File: src/rtl/audio_spi_responder.sv
// audio_spi_responder: SPI responder for the codec control port.
// Decodes 16-bit {addr, rw, data} frames into a 128x8 register file and returns read data on oDOUT.
module audio_spi_responder #(
    parameter int SYNC_STAGES = 2
) (
    input  logic       iCLK_50,
    input  logic       iRESET_n,
    input  logic       iCS_n,
    input  logic       iSCLK,
    input  logic       iDIN,
    output logic       oDOUT,
    output logic       oDOUT_OE,
    input  logic [6:0] iRD_ADDR,
    output logic [7:0] oRD_DATA,
    output logic       oWR_STB,
    output logic [6:0] oWR_ADDR,
    output logic [7:0] oWR_DATA,
    output logic       oFRAME_ERR
);
    typedef enum logic [1:0] {S_IDLE, S_SHIFT, S_DONE} state_t;
    state_t r_state, w_state_next;
    logic [SYNC_STAGES:0]   r_cs_pipe, r_sclk_pipe;
    logic [SYNC_STAGES-1:0] r_din_pipe;
    logic [7:0] r_sr, r_osr, r_wr_data, r_rd_data;
    logic [4:0] r_cnt;
    logic [6:0] r_addr, r_wr_addr;
    logic       r_rw, r_dout, r_oe, r_wr_stb, r_frame_err;
    logic [7:0] r_mem [128];
    logic w_cs_fall, w_cs_rise, w_sclk_fall, w_sclk_rise, w_din;
    logic w_start, w_shift, w_latch, w_dout_shift, w_do_write, w_err;

    // The top pipe bit is the history flop; the one below it is the synchronized level.
    assign w_cs_fall   = r_cs_pipe[SYNC_STAGES] & ~r_cs_pipe[SYNC_STAGES-1];
    assign w_cs_rise   = ~r_cs_pipe[SYNC_STAGES] & r_cs_pipe[SYNC_STAGES-1];
    assign w_sclk_fall = r_sclk_pipe[SYNC_STAGES] & ~r_sclk_pipe[SYNC_STAGES-1];
    assign w_sclk_rise = ~r_sclk_pipe[SYNC_STAGES] & r_sclk_pipe[SYNC_STAGES-1];
    assign w_din       = r_din_pipe[SYNC_STAGES-1];

    always_ff @(posedge iCLK_50 or negedge iRESET_n) begin
        if (!iRESET_n) begin
            r_cs_pipe   <= '1;
            r_sclk_pipe <= '1;
            r_din_pipe  <= '0;
        end else begin
            r_cs_pipe   <= {r_cs_pipe[SYNC_STAGES-1:0], iCS_n};
            r_sclk_pipe <= {r_sclk_pipe[SYNC_STAGES-1:0], iSCLK};
            r_din_pipe  <= {r_din_pipe[SYNC_STAGES-2:0], iDIN};
        end
    end

    always_ff @(posedge iCLK_50 or negedge iRESET_n) begin
        if (!iRESET_n) r_state <= S_IDLE;
        else r_state <= w_state_next;
    end

    always_comb begin
        w_state_next = r_state;
        if (w_cs_rise) w_state_next = S_IDLE;
        else if (r_state == S_IDLE && w_cs_fall) w_state_next = S_SHIFT;
        else if (r_state == S_SHIFT && r_cnt == 5'd16) w_state_next = S_DONE;
    end

    always_comb begin
        w_start      = r_state == S_IDLE && w_cs_fall;
        w_shift      = r_state == S_SHIFT && w_sclk_fall && r_cnt < 5'd16;
        w_latch      = w_shift && r_cnt == 5'd7;
        w_dout_shift = r_state == S_SHIFT && w_sclk_rise && r_rw && r_cnt >= 5'd8 && r_cnt < 5'd16;
        w_do_write   = r_state == S_SHIFT && r_cnt == 5'd16 && !r_rw;
        w_err        = w_cs_rise && r_cnt != 5'd0 && r_cnt < 5'd16;
    end

    // Only the low byte of the frame is ever needed: address+rw at bit 8, data at bit 16.
    always_ff @(posedge iCLK_50 or negedge iRESET_n) begin
        if (!iRESET_n) begin
            r_sr   <= '0;
            r_cnt  <= '0;
            r_addr <= '0;
            r_rw   <= 1'b0;
            r_osr  <= '0;
            r_dout <= 1'b0;
            r_oe   <= 1'b0;
        end else begin
            if (w_start) begin
                r_sr  <= '0;
                r_cnt <= '0;
                r_rw  <= 1'b0;
            end else if (w_shift) begin
                r_sr  <= {r_sr[6:0], w_din};
                r_cnt <= r_cnt + 5'd1;
            end
            if (w_latch) begin
                r_addr <= r_sr[6:0];
                r_rw   <= w_din;
            end
            if (w_latch && w_din) begin
                r_osr <= r_mem[r_sr[6:0]];
                r_oe  <= 1'b1;
            end else if (w_dout_shift) begin
                r_dout <= r_osr[7];
                r_osr  <= {r_osr[6:0], 1'b0};
            end
            if (w_cs_rise) begin
                r_dout <= 1'b0;
                r_oe   <= 1'b0;
            end
        end
    end

    always_ff @(posedge iCLK_50 or negedge iRESET_n) begin
        if (!iRESET_n) begin
            for (int i = 0; i < 128; i++) r_mem[i] <= '0;
            r_wr_stb    <= 1'b0;
            r_wr_addr   <= '0;
            r_wr_data   <= '0;
            r_rd_data   <= '0;
            r_frame_err <= 1'b0;
        end else begin
            r_wr_stb    <= w_do_write;
            r_frame_err <= w_err;
            r_rd_data   <= r_mem[iRD_ADDR];
            if (w_do_write) begin
                r_mem[r_addr] <= r_sr;
                r_wr_addr     <= r_addr;
                r_wr_data     <= r_sr;
            end
        end
    end

    assign oDOUT      = r_dout;
    assign oDOUT_OE   = r_oe;
    assign oRD_DATA   = r_rd_data;
    assign oWR_STB    = r_wr_stb;
    assign oWR_ADDR   = r_wr_addr;
    assign oWR_DATA   = r_wr_data;
    assign oFRAME_ERR = r_frame_err;
endmodule

File: config.mk
export PLATFORM = sky130hd
export DESIGN_NAME = audio_spi_responder
export DESIGN_NICKNAME = d
export VERILOG_FILES = /design/src/rtl/audio_spi_responder.sv
export SDC_FILE = /design/constraint.sdc
export NUM_CORES = 2
export LEC_CHECK = 0
export CAP_MARGIN = 20
export CORE_UTILIZATION = 45
export DETAILED_ROUTE_END_ITERATION = 6
export REMOVE_ABC_BUFFERS = 1
export SLEW_MARGIN = 40
export SYNTH_ARGS = -nofsm -noshare
export SYNTH_HDL_FRONTEND = slang
export SYNTH_SLANG_ARGS = --single-unit
File: constraint.sdc
create_clock -name iCLK_50 -period 7.05 [get_ports iCLK_50]
set_clock_uncertainty 0.15 [all_clocks]
set_input_delay 1.41 -clock iCLK_50 [delete_from_list [all_inputs] [get_ports iCLK_50]]
set_output_delay 1.41 -clock iCLK_50 [all_outputs]
set_load 0.005 [all_outputs]
==> impl_metrics.yaml <==
clocking:
  clock_path_buffers: 3
  hold_buffers: 0
  cts_root_buffer: "clkbuf_16"
  cts_tree: "yes"
  cts.sink_count: 1090
  post_cts_buffers: 0
  cts.repair.resized: 0
  cts.clk_slew.worst_paths_ns: 0.06
  cts_htree_levels: 3
  insertion_delay_ns: 0.76
  cts_buffers: 120
sta:
  min_period_ns: 4.29
  setup_violations: 0
  worst_pin_slew_ns: 0.924
  rsz0062_at_grt: "false"
  holdWs_ns: 0.208
  finalHoldViolCount: 0
  min_period_over_period: 0.608
  slew_headroom: 0.384
  drv_slew: 0
  worst_slack_ns: 2.76
  fmax_mhz: 233
die:
  initial_core_util: 0.455
  core_area_mm2: 0.126
  die_x_um: 359
  die_h_um: 359
  die-area_mm2: 0.129
  ios: 39
  num_rows: 130
worst_setup_path:
  path_class: "register to register"
  cp_max_fo: 10
  r2r-end: "r_mem[1002]$_DFFE_PN0P_"
  crit_start: "r_cnt[0]$_DFFE_PN0P_"
  worst_setup_path_start_kind: "register"
  timing.rr.start: "r_cnt[0]$_DFFE_PN0P_"
  cp.arrival_ns: 4.77
  critPathCaptureType: "register"
  worstSetupEndpoint: "r_mem[1002]$_DFFE_PN0P_"
  reg2reg_depth: 9
  r2r_slack_ns: 2.76
  crit_required_ns: 7.53
yosys:
  synth.area.top_cells: "dfrtp_1 47%, mux4_2 18%, mux2_2 16%"
  ys_seq_elements: 1090
  syn_inst: 4011
  synth_area_per_cell_um2: 14.3
  synth_edf_count: 0
  synthArstFlopShare: 1.00
  synth_top_area_frac: 0.473
  yosysSeqAreaShare: 0.475
  ys_warn_count: 0
  synth_area_mm2: 0.0574
  synthFlopType: "dfrtp_1"
  synth_area_leader_cell: "dfrtp_1"
  yosysUniqueCellTypes: 65
run:
  drv_cap: 0
route:
  wire_per_inst_um: 31.5
  drcViolationCount: 0
  vias: 36900
  via_per_inst: 6.53
  postRouteWirelength_mm: 178
  drt_first_iter_violations: 3496
  dr.pass1.iters: 6
  ant_nets: 0
layout:
  final_layout_size_suffix_gt1_frac: 0.428
  insertedDiodeCount: 0
  area.growth.synth_to_final_pct: 10.7
  nNetsFinal: 3914
status:
  status: "complete, no violations"
global_routing:
  grt_pass1_wl_mm: 265
  overflow: 0
  grt_start_max_net_pins: 131
  grt_usage: 0.278
  grt_pass1_vias: 37200
  antenna_found_initial: 4
pwr:
  p_leak_nw: 28.4
  vdd.ir_drop.worst_uv: 222
  intPower_mw: 10.5
  power_frac_seq: 0.455
  switching_share: 0.250
  power_mw: 13.9
  p_sw_mw: 3.48
  power_frac_clock: 0.464
  cellPowerDensity_mw_per_mm2: 219
  combPwrFrac: 0.081
hold_path:
  holdCritPathClass: "register to register"
placement:
  place_ws_ns: 2.19
  port_buffers: 38
  post-dp-hpwl_mm: 116
  gp_congestion: 0.936
cell type report:
class                           instances  area, um^2
Inverter                               12        45.0
Clock buffer                          190        3660
Sequential cell                      1090       27300
Timing Repair Buffer                  140        1500
Clock inverter                         30         395
Multi-Input combinational cell       2536       28600
Tap cell                             1650        2060
Fill cell                           10600       62500
registers in the layout (all words and copies together), names as in the netlist:
name,count
r_osr,8
r_cs_pipe,3
r_mem,1024
r_addr,7
oWR_STB,1
oDOUT_OE,1
r_state,2
r_cnt,5
oRD_DATA,8
r_sr,8
r_sclk_pipe,3
oFRAME_ERR,1
oWR_DATA,8
oWR_ADDR,7
oDOUT,1
r_rw,1
r_din_pipe,2
layer usage:
metal	vias up	track usage	share of wire
li1	15200	-	-
met1	19800	0.390	0.42
met2	1465	0.419	0.45
met3	356	0.0651	0.080
met4	2	0.109	0.043
met5	-	0	0.000062
cell families (layout without fill, tap and decap cells):
kind of cell,count (synthesis),in the layout,synth area share
buf+inv,385,372,0.0303
flops,1090,1090,0.475
simple gates,501,501,0.0446
xor+xnor,3,3,0.000458
compound gates,447,447,0.0514
fa+ha+maj,2,2,0.000436
mux,1583,1583,0.398
per-stage QoR:
stage	utilization	area, um^2	setup TNS, ns	instances
final	0.504	63500	0	5648
after global routing	0.504	63500	0	5648
after CTS	0.503	63400	0	5643
after detailed placement	0.471	59300	0	5423
after global placement	0.470	59200	0	5420
after floorplan	-	55700	-846.53	3638
Yosys cell counts (all sizes together), types with 4 or more instances:
master,instances
nand4,5
mux2i,171
dfrtp,1084
nand2b,9
nor3,44
o22ai,53
o21a,5
a31oi,12
a32oi,9
nand2,295
nor2b,16
nor2,47
dfstp,6
inv,9
mux4,463
a211oi,11
mux2,949
a221oi,4
a22o,24
o32ai,5
clkbuf,228
a21oi,58
buf,145
and2,10
nand3,24
o221ai,49
a22oi,77
nor3b,5
nand3b,14
o21ai,126
nor4,18
power groups by stage:
stage	Clock [mW]	Combinational [mW]	Sequential (mW)
after floorplan	0	0.591	6.62
after global placement	0	1.13	6.46
after detailed placement	0	1.13	6.46
after CTS	6.58	1.13	6.34
after global routing	6.83	1.21	6.34
final	6.47	1.13	6.34
worst min-delay path by stage:
stage	depth (start not counted)	to	from	slack, ns
3_5_place_dp	0	r_cs_pipe[1]$_DFF_PN1_	r_cs_pipe[0]$_DFF_PN1_	0.20
3_3_place_gp	0	r_din_pipe[1]$_DFF_PN0_	r_din_pipe[0]$_DFF_PN0_	0.18
4_1_cts	0	r_sclk_pipe[1]$_DFF_PN1_	r_sclk_pipe[0]$_DFF_PN1_	0.21
2_1_floorplan	0	r_din_pipe[1]$_DFF_PN0_	r_din_pipe[0]$_DFF_PN0_	0.18
6_report	0	r_sclk_pipe[1]$_DFF_PN1_	r_sclk_pipe[0]$_DFF_PN1_	0.21
5_1_grt	0	r_sclk_pipe[1]$_DFF_PN1_	r_sclk_pipe[0]$_DFF_PN1_	0.21
worst max-delay path, stage by stage (launching register included):
cell and delay (ns):
dfrtp_1 0.39, inv_1 0.10, ha_1 0.15, nor3b_2 0.26, nor3b_4 0.82, nand2_1 0.44, nor3_4 0.63, buf_4 0.43
nand2_1 0.38, mux2_2 0.38
layout by cell type, fill, tap and decap left out, types with 31 or more instances in the layout:
cell	Yosys	final
dfrtp_1	1084	1076
clkbuf_8	0	35
mux2_1	121	121
mux2_2	828	828
nand2_2	50	50
mux2i_1	171	171
o22ai_1	53	53
o21ai_0	126	126
nand2_1	245	244
a22oi_1	77	77
mux4_2	463	463
clkdlybuf4s50_1	0	31
o221ai_1	49	49
nor2_1	46	44
clkbuf_16	0	122
buf_4	23	72
clkbuf_1	227	33
a21oi_1	58	58
(Power assumes the default switching activity.)
